File: config.mk
export PLATFORM = sky130hd
export DESIGN_NAME = vmg_job_sequencer_flat
export DESIGN_NICKNAME = d
export VERILOG_FILES = /design/src/rtl/vmg_job_sequencer_pkg.sv /design/src/rtl/vmg_job_sequencer_if.sv /design/src/rtl/vmg_job_sequencer_operand_stage.sv /design/src/rtl/vmg_job_sequencer.sv /design/src/flat_wrapper.sv
export SDC_FILE = /design/constraint.sdc
export NUM_CORES = 1
export LEC_CHECK = 0
export ABC_AREA = 0
export BUFFER_PORTS_ARGS = -buffer_cell sky130_fd_sc_hd__buf_2
export CAP_MARGIN = 10
export CORE_AREA = 2 2 409 411
export DETAILED_ROUTE_END_ITERATION = 10
export DIE_AREA = 0 0 411 413
export GPL_TIMING_DRIVEN = 0
export MAX_ROUTING_LAYER = met4
export PLACE_DENSITY = 0.37
export RECOVER_POWER = 25
export SYNTH_ARGS = -nofsm -noshare
export SYNTH_HDL_FRONTEND = slang
export SYNTH_SLANG_ARGS = --single-unit
export TNS_END_PERCENT = 5
File: constraint.sdc
create_clock -name clk -period 14.1 [get_ports clk]
set_input_delay 0 -clock clk [delete_from_list [all_inputs] [get_ports clk]]
set_output_delay 0 -clock clk [all_outputs]
set_load 0.05 [all_outputs]
File: src/rtl/vmg_job_sequencer_pkg.sv
// Shared types and sizes for the vector-multiplier job sequencer.
package vmg_pkg;

  localparam int Q            = 4;   // parallel multiplier lanes
  localparam int NP           = 4;   // elements per lane per beat
  localparam int REG_DEPTH    = 8;   // element width
  localparam int DEF_PIPE_LAT = 3;   // default array latency, ce beat -> acc/ai
  localparam int LEN_W        = 16;  // job length field width
  localparam int ACC_W        = 32;  // per-lane accumulator width

  typedef enum logic [2:0] {
    IDLE,
    CLEAR,
    STREAM,
    DRAIN,
    HOLD
  } state_t;

  // Operand register control: keep, take the incoming beat, or flush with zeros.
  typedef enum logic [1:0] {
    OP_HOLD,
    OP_LOAD,
    OP_ZERO
  } op_ctl_t;

  typedef logic [NP-1:0][REG_DEPTH-1:0]        lane_op_t;
  typedef logic [Q-1:0][NP-1:0][REG_DEPTH-1:0] operand_t;
  typedef logic [Q-1:0][ACC_W-1:0]             lane_acc_t;
  typedef logic [LEN_W-1:0]                    len_t;

endpackage

File: src/rtl/vmg_job_sequencer_if.sv
// Job, operand-stream, array and result signals of the sequencer.
// master = sequencer side, slave = fetch logic / array / result consumer.
interface vmg_job_sequencer_if;
  import vmg_pkg::*;

  logic      start;
  len_t      len;
  logic      busy;
  logic      in_valid;
  logic      in_ready;
  operand_t  features_in;
  operand_t  weights_in;
  logic      mult_clr;
  logic      mult_ce;
  operand_t  mult_features;
  operand_t  mult_weights;
  lane_acc_t acc_in;
  lane_acc_t ai_in;
  logic      res_valid;
  logic      res_ready;
  lane_acc_t res_acc;
  lane_acc_t res_ai;
  logic      done;

  modport master (
    input  start, len, in_valid, features_in, weights_in, acc_in, ai_in, res_ready,
    output busy, in_ready, mult_clr, mult_ce, mult_features, mult_weights,
           res_valid, res_acc, res_ai, done
  );

  modport slave (
    output start, len, in_valid, features_in, weights_in, acc_in, ai_in, res_ready,
    input  busy, in_ready, mult_clr, mult_ce, mult_features, mult_weights,
           res_valid, res_acc, res_ai, done
  );

endinterface

File: src/rtl/vmg_job_sequencer_operand_stage.sv
// Operand register in front of the multiplier array. Loads a beat, forces
// zeros for the flush, or holds; ce follows one cycle after any load/zero.
module vmg_operand_stage
  import vmg_pkg::*;
(
  input  logic     clk,
  input  logic     rst,
  input  op_ctl_t  ctl,
  input  operand_t feat_d,
  input  operand_t wgt_d,
  output operand_t feat_q,
  output operand_t wgt_q,
  output logic     ce
);

  for (genvar l = 0; l < Q; l++) begin : g_lane
    // Per-lane operand register with load/zero/hold select
    always_ff @(posedge clk or posedge rst) begin
      if (rst) begin
        feat_q[l] <= '0;
        wgt_q[l]  <= '0;
      end else begin
        case (ctl)
          OP_LOAD: begin
            feat_q[l] <= feat_d[l];
            wgt_q[l]  <= wgt_d[l];
          end
          OP_ZERO: begin
            feat_q[l] <= '0;
            wgt_q[l]  <= '0;
          end
          default: ;
        endcase
      end
    end
  end

  // ce marks the cycle in which the register holds a fresh (or zero) operand
  always_ff @(posedge clk or posedge rst) begin
    if (rst) ce <= 1'b0;
    else     ce <= (ctl == OP_LOAD) || (ctl == OP_ZERO);
  end

endmodule

File: src/rtl/vmg_job_sequencer.sv
// Sequences one dot-product job: clear the array, stream LEN beats, flush
// the pipeline with zero operands, then hold the captured acc/ai until taken.
module vmg_job_sequencer
  import vmg_pkg::*;
#(
  parameter int PIPE_LAT = DEF_PIPE_LAT
)(
  input logic                 clk,
  input logic                 rst,
  vmg_job_sequencer_if.master bus
);

  localparam int DW = $clog2(PIPE_LAT + 2);

  state_t          state, nxt;
  op_ctl_t         op_ctl;
  len_t            len_q, beat_cnt;
  logic [DW-1:0]   drain_cnt;
  logic            in_ready, accept, last_beat, drain_last, res_take;
  logic            res_valid_q;
  lane_acc_t       res_acc_q, res_ai_q;

  assign in_ready   = (state == STREAM);
  assign accept     = in_ready & bus.in_valid;
  assign last_beat  = accept && (beat_cnt == len_q - len_t'(1));
  assign drain_last = (drain_cnt == DW'(PIPE_LAT));
  assign res_take   = res_valid_q & bus.res_ready;

  // State register
  always_ff @(posedge clk or posedge rst) begin
    if (rst) state <= IDLE;
    else     state <= nxt;
  end

  // Next state and operand-stage control
  always_comb begin
    nxt    = state;
    op_ctl = OP_HOLD;
    case (state)
      IDLE:   if (bus.start) nxt = CLEAR;
      CLEAR:  nxt = (len_q == '0) ? DRAIN : STREAM;
      STREAM: begin
        if (accept)    op_ctl = OP_LOAD;
        if (last_beat) nxt = DRAIN;
      end
      DRAIN: begin
        op_ctl = OP_ZERO;
        if (drain_last) nxt = HOLD;
      end
      HOLD:   if (res_take) nxt = IDLE;
      default: nxt = IDLE;
    endcase
  end

  // Job length latch and beat/drain counters
  always_ff @(posedge clk or posedge rst) begin
    if (rst) begin
      len_q     <= '0;
      beat_cnt  <= '0;
      drain_cnt <= '0;
    end else begin
      if (state == IDLE && bus.start) len_q <= bus.len;
      if (state == CLEAR)             beat_cnt <= '0;
      else if (accept)                beat_cnt <= beat_cnt + len_t'(1);
      if (state == DRAIN)             drain_cnt <= drain_cnt + DW'(1);
      else                            drain_cnt <= '0;
    end
  end

  // Capture the array outputs on the first HOLD cycle; release on handshake
  always_ff @(posedge clk or posedge rst) begin
    if (rst) begin
      res_valid_q <= 1'b0;
      res_acc_q   <= '0;
      res_ai_q    <= '0;
    end else if (state == HOLD && !res_valid_q) begin
      res_valid_q <= 1'b1;
      res_acc_q   <= bus.acc_in;
      res_ai_q    <= bus.ai_in;
    end else if (res_take) begin
      res_valid_q <= 1'b0;
    end
  end

  vmg_operand_stage u_ops (
    .clk    (clk),
    .rst    (rst),
    .ctl    (op_ctl),
    .feat_d (bus.features_in),
    .wgt_d  (bus.weights_in),
    .feat_q (bus.mult_features),
    .wgt_q  (bus.mult_weights),
    .ce     (bus.mult_ce)
  );

  assign bus.busy      = (state != IDLE);
  assign bus.in_ready  = in_ready;
  assign bus.mult_clr  = (state == CLEAR);
  assign bus.res_valid = res_valid_q;
  assign bus.res_acc   = res_acc_q;
  assign bus.res_ai    = res_ai_q;
  assign bus.done      = res_take;

endmodule

File: src/flat_wrapper.sv
// flat-port wrapper written by rule: the top's interface ports become plain ports
module vmg_job_sequencer_flat import vmg_pkg::*;
#(
  parameter int PIPE_LAT = DEF_PIPE_LAT
)
  (clk, rst, bus_start, bus_len, bus_in_valid, bus_features_in, bus_weights_in, bus_acc_in, bus_ai_in, bus_res_ready, bus_busy, bus_in_ready, bus_mult_clr, bus_mult_ce, bus_mult_features, bus_mult_weights, bus_res_valid, bus_res_acc, bus_res_ai, bus_done);
  vmg_job_sequencer_if bus_i ();
  input logic clk;
  input logic rst;
  input wire logic [$bits(bus_i.start)-1:0] bus_start;
  input wire logic [$bits(bus_i.len)-1:0] bus_len;
  input wire logic [$bits(bus_i.in_valid)-1:0] bus_in_valid;
  input wire logic [$bits(bus_i.features_in)-1:0] bus_features_in;
  input wire logic [$bits(bus_i.weights_in)-1:0] bus_weights_in;
  input wire logic [$bits(bus_i.acc_in)-1:0] bus_acc_in;
  input wire logic [$bits(bus_i.ai_in)-1:0] bus_ai_in;
  input wire logic [$bits(bus_i.res_ready)-1:0] bus_res_ready;
  output wire logic [$bits(bus_i.busy)-1:0] bus_busy;
  output wire logic [$bits(bus_i.in_ready)-1:0] bus_in_ready;
  output wire logic [$bits(bus_i.mult_clr)-1:0] bus_mult_clr;
  output wire logic [$bits(bus_i.mult_ce)-1:0] bus_mult_ce;
  output wire logic [$bits(bus_i.mult_features)-1:0] bus_mult_features;
  output wire logic [$bits(bus_i.mult_weights)-1:0] bus_mult_weights;
  output wire logic [$bits(bus_i.res_valid)-1:0] bus_res_valid;
  output wire logic [$bits(bus_i.res_acc)-1:0] bus_res_acc;
  output wire logic [$bits(bus_i.res_ai)-1:0] bus_res_ai;
  output wire logic [$bits(bus_i.done)-1:0] bus_done;
  assign bus_i.start = bus_start;
  assign bus_i.len = bus_len;
  assign bus_i.in_valid = bus_in_valid;
  assign bus_i.features_in = bus_features_in;
  assign bus_i.weights_in = bus_weights_in;
  assign bus_i.acc_in = bus_acc_in;
  assign bus_i.ai_in = bus_ai_in;
  assign bus_i.res_ready = bus_res_ready;
  assign bus_busy = bus_i.busy;
  assign bus_in_ready = bus_i.in_ready;
  assign bus_mult_clr = bus_i.mult_clr;
  assign bus_mult_ce = bus_i.mult_ce;
  assign bus_mult_features = bus_i.mult_features;
  assign bus_mult_weights = bus_i.mult_weights;
  assign bus_res_valid = bus_i.res_valid;
  assign bus_res_acc = bus_i.res_acc;
  assign bus_res_ai = bus_i.res_ai;
  assign bus_done = bus_i.done;
  vmg_job_sequencer #(.PIPE_LAT(PIPE_LAT)) u_core (.clk(clk), .rst(rst), .bus(bus_i));
endmodule
Yosys cells after proc, flatten, opt, wreduce, memory -nomap -nowiden
Index checks and enable logic that the tools add are counted.
Widths: inputs -> output; s select.
- $add $sub $neg: 3
- $mul: 0
- divide/modulo/power cells: 0
- magnitude comparators: 0
- equal/unequal tests: 12
- shift-type cells: 0
- mux-type cells: 21
- bitwise operators: 2
- reductions and logical operators: 12
- operators by type and width (cell ; number):
    $pmux 32 s2 ; 8
    $mux 16 ; 2
    $add 16x1->16 const B ; 1
    $eq 16x16->1 ; 1
    $logic_not 16->1 ; 1
    $sub 16x1->16 const B ; 1
    $mux 3 ; 5
    $pmux 3 s5 ; 1
    $eq 3x2->1 const B ; 3
    $ne 2x2->1 const B ; 3
    $reduce_bool 2->1 ; 3
    $mux 1 ; 4
    $pmux 2 s2 ; 1
    $reduce_and 4->1 ; 1
    $add 3x1->3 const B ; 1
    $eq 3x1->1 const B ; 1
    $eq 3x3->1 const B ; 1
    $logic_and 1x1->1 ; 3
    $logic_not 3->1 ; 1
    $reduce_bool 3->1 ; 1
    $and 1x1->1 ; 2
    $eq 2x1->1 const B ; 1
    $eq 2x2->1 const B ; 1
    $ne 2x1->1 const B ; 1
    other kinds (2) ; 2
- flip-flop bits (word level): 552
- bits in latches: 0
- RAM bits: 0
- memory bits (read-only): 0
- bits of input ports: 533
- word-level logic and storage cells: 96
- memories kept: 0

Depth between registers and ports, before layout
Gate-level depths: netlist of run 1.
- depth after elaboration: 6
- mapped depth: 10
- mapped depth without buffers: 8

Cells and area by module
From an unflattened synthesis of run 1, not the netlist that was laid out.
- cell total of the unflattened synthesis: 1346
- area total of the unflattened synthesis: 20851.2 um^2
- modules (own cells, without submodules) (module ; instances ; cells an instance ; area each (um^2) ; sequential area each (um^2)):
    vmg_job_sequencer ; 1 ; 769 ; 11668.7 ; 7382.1
    vmg_operand_stage ; 1 ; 577 ; 9182.6 ; 6431.2

Worst setup path before layout of run 1
Ideal clock, no wire load.
- path kind: flip-flop to flip-flop
- from: register u_core.state[0]
- to: register u_core.u_ops.feat_q[103] (netlist name)
- data arrival time: 2.176 ns
- path slack: 11.858 ns
- stages on the path, launching flop included: 10
- path buffers: 4
- cells stage by stage: dfrtp_1 > and4bb_1 > buf_2 > inv_2 > ha_1 > clkbuf_1 > nor2_1 > clkbuf_1 > buf_1 > a22o_1
- cells in the longest elaborated chain, start to end: 6
- elaborated cells between the ends (all ways): 9
- those cells by class: eq/ne (4); mux (3); bitwise (1); reduce/logical (1)
- RTL lines (item ; line ; text):
    from (decl) ; vmg_job_sequencer.sv:15 ; state_t state, nxt;
    from (signal assigned) ; vmg_job_sequencer.sv:32 ; else state <= nxt;
    $eq 3x2->1 ; vmg_job_sequencer.sv:23, vmg_job_sequencer.sv:39 ;
    $and 1x1->1 ; vmg_job_sequencer.sv:24 ; assign accept = in_ready & bus.in_valid;
    $mux 1 ; vmg_job_sequencer.sv:43 ; if (accept) op_ctl = OP_LOAD;
    $pmux 2 s2 * ; vmg_job_sequencer.sv:39 ; case (state)
    $eq 2x2->1 / $eq 2x1->1 (equally long branches) ; vmg_job_sequencer_operand_stage.sv:23 ; case (ctl)
    $pmux 32 s2 / $reduce_bool 2->1 (equally long branches) ; - ;
    to (signal, indexed assignment) ; vmg_job_sequencer_operand_stage.sv:25 ; feat_q[l] <= feat_d[l];
    to (decl) ; vmg_job_sequencer_operand_stage.sv:11 ; output operand_t feat_q,
Every way passes the cells marked *; elsewhere a longest branch is shown, timed or not.
A chain may end at the register's enable or synchronous reset.

==> impl_metrics.csv, run 1 <==
group,metric,value,unit
outcome,status,"finished with violations",
outcome,violations,"max-capacitance violations, max-slew violations",
timing,fin_crit_sh,0.350,
drt,post_drt_wl_per_cell,20.2,µm
synthesis,netlist_instances,1355,
clocking,cts_tree,"built",
clocking,cts_buffers,73,
global_routing,grt_use_total,0.127,
synthesis,async_reset_ff_frac,1.00,
critical_path,crit_slowest_cell,"clkbuf_1",
critical_path,worstPathArrival,5.78,ns
drt,finalWirelength,110000,µm
synthesis,ys_warn_count,0,
cells_and_area,area_growth,82.6,%
die,core_area,166000,µm²
critical_path,crit_path_start_kind,"input pin",
clocking,cts.sinks,552,
synthesis,syn_nets,1894,
clocking,clkTransAtPathRegs,0.06,ns
timing,final_hold_viol_count,0,
clocking,cts_max_level,3,
power_and_ir_drop,p_clk_frac,0.212,
cells_and_area,layout-drive-gt1-share,0.293,
timing,finClkSkew,0.0443,ns
cells_and_area,num-nets-final,3699,
synthesis,synthesis.area,20700,µm²
global_routing,grt_first_pass_wirelength,149000,µm
die,io_pins,1051,
critical_path,crit_chain,"dlygate4sd3_1 > buf_2 > dlygate4sd3_1 > clkinvlp_2 > clkbuf_1 > clkbuf_1 > buf_12 > buf_12 > buf_12 > buf_12 > buf_12",
drt,drc_errors,0,
flow_run,drv_cap,4,
synthesis,synth_edf_count,0,
drt,dr.pass1.iters,5,
global_routing,antenna_found_initial,37,
drt,viasPerCell,3.48,
synthesis,ys_types,46,
timing,finalSetupViolCount,0,
clocking,ctsResizeCount,0,
die,die_x,411,µm
power_and_ir_drop,seqPwrFrac,0.274,
power_and_ir_drop,p_sw_frac,0.503,
placement,portBuffers,1050,
critical_path,cp-end-kind,"asynchronous set/reset pin",
die,die_area,170000,µm²
die,chipHeight,413,µm
power_and_ir_drop,leakagePower,17.0,nW
power_and_ir_drop,finalPower,9.16,mW
drt,num_vias,18870,
drt,drtAntennaViolNets,0,
clocking,clk_path_buf_depth,3,
timing,drv_slew,131,
timing,fin_crit,4.93,ns
global_routing,grt_max_degree,39,
synthesis,synth.area.top_cells,"dfrtp_1 67%, mux2_1 15%, a22o_1 11%",
placement,gp_congestion,0.796,
critical_path,path_buf_inv,11,
synthesis,synth_top_cell_by_area,"dfrtp_1",
timing,tightestPinTransition,2.13,ns
critical_path,critPathKind,"in -> async",
synthesis,ys_ff_latch,552,
die,start_util,0.124,
clocking,cts_root_buf,"clkbuf_16",
placement,hpwl,85800,µm
synthesis,avgSynthCellArea,15.2,µm²
synthesis,synth.cells.most_frequent,"552 x dfrtp_1, 268 x mux2_1, 255 x a22o_1, 58 x clkbuf_1, 26 x buf_2",
global_routing,grt_pass1_vias,20107,
die,rows,150,
timing,fmax,203,MHz
power_and_ir_drop,ir_drop,139,µV
timing,rsz0062_at_grt,"no",
power_and_ir_drop,switchingPower,4.61,mW
timing,relSlewSlack,-0.420,
clocking,clock_latency,0.68,ns
power_and_ir_drop,comb_power_share,0.514,
power_and_ir_drop,power_density,243,nW/µm²
critical_path,cp_data_required_time,14.94,ns
synthesis,synthFlopType,"dfrtp_1",
power_and_ir_drop,intPower,4.55,mW
critical_path,cp_max_fo,38,
synthesis,synth_top_area_frac,0.669,
timing,fin_setup_tns,0,ns
synthesis,yosysMostFrequentCell,"dfrtp_1",
critical_path,path_delay_family,"buffers and inverters",
global_routing,grt.overflow.total,0,
drt,drt_iter0_drc,849,
synthesis,seq_area_frac_synth,0.669,
timing,fin_hold_ws,0.0747,ns
critical_path,path_common_cell,"buf_12",
critical_path,slowest_delay,1.60,ns
min_path,worstHoldPathType,"in -> reg",
-- tightest hold or removal path, cell delays in order --
cell           delay [ns]
dlygate4sd3_1        0.52
buf_2                0.10
a22o_1               0.10
-- power by group through the flow --
stage | logic, mW | registers, mW | clock network [mW]
after global routing | 5.02 | 2.57 | 2.09
final | 4.71 | 2.51 | 1.94
after CTS | 4.90 | 2.50 | 2.02
after global placement | 4.69 | 2.52 | 0
after detailed placement | 4.72 | 2.51 | 0
after floorplan | 1.34 | 4.25 | 0
-- path summary, 6_finish.rpt --
kind,start,to,slack [ns],cells past startpoint
worst max register to register,u_core.state[0],u_core.u_ops.wgt_q[63],10.04,9
worst min-delay path,bus_weights_in[66],u_core.u_ops.wgt_q[66],0.07,3
min in group asynchronous,rst,u_core.u_ops.feat_q[100],0.54,4
worst min register to register,u_core.drain_cnt[0],u_core.drain_cnt[0],0.43,1
worst max-delay path,rst,u_core.bus.res_ai[124],9.17,11
max in group clk,u_core.state[0],u_core.u_ops.wgt_q[63],10.04,9
-- routing by layer --
layer | track usage | routed length (µm)
met1 | 0.141 | 43300
met2 | 0.215 | 55200
met3 | 0.0412 | 8950
met4 | 0.0368 | 2420
met5 | - | 0
-- through the flow --
step / instances / setup slack (ns) / utilization / cell area (µm²)
after floorplan: 1355 / 6.59 / - / 20700
after global placement: 4609 / 1.72 / 0.173 / 28700
after detailed placement: 4627 / 9.67 / 0.175 / 29000
after CTS: 5413 / 9.62 / 0.230 / 38100
after global routing: 5425 / 8.41 / 0.227 / 37700
final: 5427 / 9.17 / 0.227 / 37700
-- what timing repair did --
action | in CTS | in global routing
hold endpoints to repair | 695 | 0
setup buffers | 0 | 0
hold buffers | 661 | 0
-- flip-flops by register name, summed over array words and instances, names as in the netlist --
register	cells
u_core.u_ops.ce	1
u_core.bus.res_valid	1
u_core.u_ops.wgt_q	128
u_core.len_q	16
u_core.u_ops.feat_q	128
u_core.drain_cnt	3
u_core.bus.res_ai	128
u_core.beat_cnt	16
u_core.state	3
u_core.bus.res_acc	128
-- kinds of logic (layout without fill, tap and decap cells) --
| logic type | count (synthesis) | after routing | share of synthesized area |
|---|---|---|---|
| adder cells (fa/ha/maj) | 6 | 6 | 0.00364 |
| flip-flops | 552 | 552 | 0.669 |
| multiplexers | 269 | 269 | 0.147 |
| XOR/XNOR | 34 | 34 | 0.0144 |
| other | 0 | 13 | 0 |
| AO/OA/AOI/OAI | 287 | 287 | 0.118 |
| AND/OR/NAND/NOR | 96 | 96 | 0.0259 |
| buffers and inverters | 111 | 1966 | 0.0225 |
-- cells in the final DEF, fill, tap and decap left out, types with 3 or more instances in the layout --
| cell | Yosys | final |
|---|---|---|
| xor2_1 | 17 | 17 |
| a22o_1 | 255 | 255 |
| mux2_1 | 268 | 268 |
| a21oi_1 | 6 | 6 |
| nand2_1 | 16 | 16 |
| nor4_1 | 5 | 5 |
| o31ai_1 | 3 | 3 |
| clkbuf_16 | 0 | 74 |
| nand4_1 | 9 | 9 |
| dfrtp_1 | 552 | 552 |
| nand3b_1 | 4 | 4 |
| nor3b_1 | 3 | 3 |
| nand3_1 | 9 | 9 |
| xnor2_1 | 17 | 17 |
| inv_1 | 10 | 10 |
| o21ai_1 | 9 | 9 |
| dlygate4sd3_1 | 0 | 661 |
| diode_2 | 0 | 13 |
| nor3_1 | 4 | 4 |
| and3_1 | 5 | 5 |
| buf_12 | 0 | 12 |
| bufinv_16 | 0 | 4 |
| buf_1 | 12 | 12 |
| clkbuf_8 | 0 | 17 |
| inv_6 | 0 | 4 |
| nor2_1 | 25 | 25 |
| buf_2 | 26 | 809 |
| clkinv_2 | 0 | 4 |
| clkbuf_1 | 58 | 345 |
| ha_1 | 6 | 6 |
| o211ai_1 | 3 | 3 |
| or3_1 | 3 | 3 |
| o21ai_0 | 3 | 3 |
-- cell type report --
cell class,instances,area [µm²]
multi-input combinational,692,6370
antenna,13,32.5
buffer,98,415
inverter,13,50.0
timing repair buffer,1730,11800
sequential,552,13800
clock inverter,19,303
clock buffer,106,2140
fill,17989,128000
tap,2204,2760
Power figures use the tool's default switching activity.
==> run 2: changes to the inputs <==
- ABC_AREA: 0 -> 1
- CORE_AREA: 2 2 409 411 -> 2 2 415 417
- DIE_AREA: 0 0 411 413 -> 0 0 417 419
- clock period: 14.1 -> 4.3 ns (I/O delays scaled with it)
==> run 2 against run 1 <==
Compared with the run above: the run still ends with max-capacitance violations, max-slew violations left; global-route usage down 1.3 points; first-iteration DRC count down 1.1%; non-clock buffer count down 109; setup slack worse by 8.6 ns; combinational power rose to 3.5 times the previous value; hold slack better by 0.021 ns; final cell count up 10%; register-to-register slack worse by 9.3 ns; synthesized area up 5.5%; largest power group unchanged; critical path depth down 2.
==> impl_metrics.csv, run 2 <==
group,metric,value,unit
outcome,status,"finished with violations",
outcome,violations,"max-capacitance violations, max-slew violations",
critical_path,crit_slowest_cell,"clkbuf_1",
critical_path,r2r_end,"u_core.u_ops.wgt_q[103]",
power_and_ir_drop,intPower,15.0,mW
critical_path,crit_end,"u_core.u_ops.feat_q[124]",
drt,drc_errors,0,
cells_and_area,layout-drive-gt1-share,0.310,
min_path,worstHoldPathType,"in -> reg",
synthesis,synthFlopType,"dfrtp_1",
clocking,cts_tree,"built",
critical_path,cp-end-kind,"asynchronous set/reset pin",
synthesis,ys_ff_latch,552,
clocking,cts_max_level,3,
synthesis,synth_top_area_frac,0.634,
timing,relSlewSlack,-0.244,
drt,drtAntennaViolNets,0,
synthesis,synth_top_cell_by_area,"dfrtp_1",
drt,drt_iter0_drc,840,
critical_path,r2r-start,"u_core.state[2]",
synthesis,avgSynthCellArea,11.1,µm²
power_and_ir_drop,switchingPower,16.9,mW
critical_path,cp_max_fo,37,
die,die_x,417,µm
cells_and_area,num-nets-final,4220,
synthesis,synth_xor_area_frac,0.00321,
timing,fin_crit,3.69,ns
synthesis,synthesis.area,21800,µm²
die,die_area,175000,µm²
drt,num_vias,20180,
power_and_ir_drop,p_sw_frac,0.530,
synthesis,ys_warn_count,0,
timing,tightestPinTransition,1.87,ns
timing,final_hold_viol_count,0,
critical_path,critPathKind,"in -> async",
critical_path,path_delay_family,"buffers and inverters",
power_and_ir_drop,leakagePower,18.1,nW
synthesis,synth.cells.most_frequent,"552 x dfrtp_1, 349 x nand2_1, 308 x inv_1, 266 x o21ai_0, 261 x mux2_2",
global_routing,grt_max_degree,39,
placement,dpl_worst_slack,-0.273,ns
clocking,clk_path_buf_depth,3,
cells_and_area,fin_area,37800,µm²
timing,finClkSkew,0.0327,ns
synthesis,synthSimpleGateAreaFrac,0.0834,
critical_path,worstSetupPathDepth,9,
synthesis,synth_edf_count,0,
synthesis,synth.area.top_cells,"dfrtp_1 63%, mux2_2 13%, o21ai_0 6.1%",
die,start_util,0.128,
global_routing,grt.overflow.total,0,
placement,gp_congestion,0.842,
drt,dr.pass1.iters,5,
critical_path,slowest_delay,1.41,ns
critical_path,crit_chain,"dlygate4sd3_1 > buf_2 > dlygate4sd3_1 > clkinvlp_2 > clkbuf_1 > buf_12 > buf_12 > buf_12 > buf_12",
drt,post_drt_wl_per_cell,16.7,µm
drt,viasPerCell,3.38,
global_routing,grt_first_pass_wirelength,142000,µm
synthesis,seq_area_frac_synth,0.634,
timing,rsz0062_at_grt,"no",
critical_path,rrSetupSlack,0.77,ns
power_and_ir_drop,ir_drop,351,µV
critical_path,crit_path_start_kind,"input pin",
synthesis,ys_types,32,
clocking,clock_latency,0.69,ns
synthesis,synth_top_family_by_area,"multiplexers",
power_and_ir_drop,p_clk_frac,0.194,
drt,finalWirelength,100000,µm
critical_path,path_common_cell,"buf_12",
placement,hpwl,78800,µm
cells_and_area,instances_no_fill,5977,
power_and_ir_drop,power_density,845,nW/µm²
synthesis,synth_compound_area_frac,0.0687,
clocking,clkTransAtPathRegs,0.05,ns
critical_path,worstPathArrival,4.53,ns
cells_and_area,area_growth,73.6,%
power_and_ir_drop,seqPwrFrac,0.284,
power_and_ir_drop,comb_power_share,0.522,
clocking,cts_root_buf,"clkbuf_16",
global_routing,antenna_found_initial,16,
cells_and_area,final_cell_mix,"738 x buf_2, 566 x dlygate4sd3_1, 552 x dfrtp_1",
synthesis,yosysMostFrequentCell,"dfrtp_1",
timing,fmax,271,MHz
cells_and_area,final_common_cell,"buf_2",
synthesis,syn_nets,2511,
die,rows,152,
global_routing,grt_use_total,0.113,
die,chipHeight,419,µm
synthesis,synth_fa_ha_area_frac,0.00344,
flow_run,drv_cap,2,
timing,drv_slew,39,
timing,layout_setup_ws,0.612,ns
clocking,cts_buffers,75,
critical_path,worstSetupStartpoint,"rst",
synthesis,muxShareOfSynthArea,0.135,
placement,placed_cell_area,30200,µm²
die,io_pins,1051,
placement,portBuffers,1050,
timing,finalSetupViolCount,0,
placement,dp.cells,5271,
cells_and_area,utilization,0.222,
critical_path,path_buf_inv,9,
synthesis,async_reset_ff_frac,1.00,
critical_path,reg2reg_depth,9,
synthesis,netlist_instances,1972,
die,core_area,171000,µm²
critical_path,cp_data_required_time,5.14,ns
global_routing,grt_pass1_vias,21167,
clocking,cts.sinks,552,
timing,fin_crit_sh,0.858,
[run 2: repair_timing]
item,CTS,global route
setup buffers,0,0
resized for setup,2,0
hold endpoints to repair,672,0
hold buffers,566,0
endpoints found under the setup margin,33,0
[run 2: power by group through the flow]
stage / combinational, mW / clock, mW / sequential, mW
after floorplan: 3.63 / 0 / 17.2
after global placement: 16.9 / 0 / 9.09
after detailed placement: 17.0 / 0 / 9.09
after CTS: 17.5 / 6.47 / 9.03
after global routing: 17.7 / 6.67 / 9.40
final: 16.7 / 6.19 / 9.09
[run 2: metrics by stage]
| step | total power, mW | hold slack (ns) | TNS, ns |
|---|---|---|---|
| floorplan | 20.8 | 0.0964 | -1772.93 |
| global placement | 26.0 | 0.196 | -4391.93 |
| detailed placement | 26.1 | 0.0970 | -4.00 |
| CTS | 33.0 | 0.0000704 | 0 |
| global route | 33.8 | 0.0258 | 0 |
| finish | 32.0 | 0.0953 | 0 |
[run 2: logic make-up after synthesis]
group,after synthesis
flip-flops,552
AND/OR/NAND/NOR,453
buffers and inverters,397
AO/OA/AOI/OAI,295
multiplexers,261
XOR/XNOR,8
adder cells (fa/ha/maj),6
[run 2: how the worst min path moves through the flow]
stage                              start                     end  cells past startpoint
after floorplan            bus_res_ready    u_core.bus.res_valid                      1
after global placement     bus_res_ready    u_core.bus.res_valid                      2
after detailed placement             rst  u_core.bus.res_acc[73]                      2
after CTS                 bus_acc_in[47]  u_core.bus.res_acc[47]                      3
after global routing       bus_acc_in[6]   u_core.bus.res_acc[6]                      3
final                      bus_ai_in[44]   u_core.bus.res_ai[44]                      3
[run 2: worst reg2reg max path, stage by stage, from the launching register on]
cell and delay (ns):
dfrtp_1 0.45, inv_1 0.11, nand3_1 0.19, inv_1 0.13, ha_1 0.29, clkbuf_2 0.33
or2_1 0.57, clkbuf_1 0.56, clkbuf_1 0.58, o21ai_0 0.18
[run 2: per-layer routing]
metal	vias to the layer above	track usage	wire length, µm
met3	151	0.0352	7070
li1	9719	-	-
met5	-	-	0
met2	694	0.193	50100
met1	9616	0.126	39900
met4	0	0.0368	3030
[run 2: layout make-up]
class | count | area [µm²]
fill | 18845 | 133000
sequential | 552 | 13800
timing repair buffer | 1632 | 10800
multi-input combinational | 1023 | 6390
tap | 2233 | 2790
clock buffer | 110 | 2170
inverter | 310 | 1160
buffer | 87 | 423
clock inverter | 16 | 224
antenna | 14 | 35.0
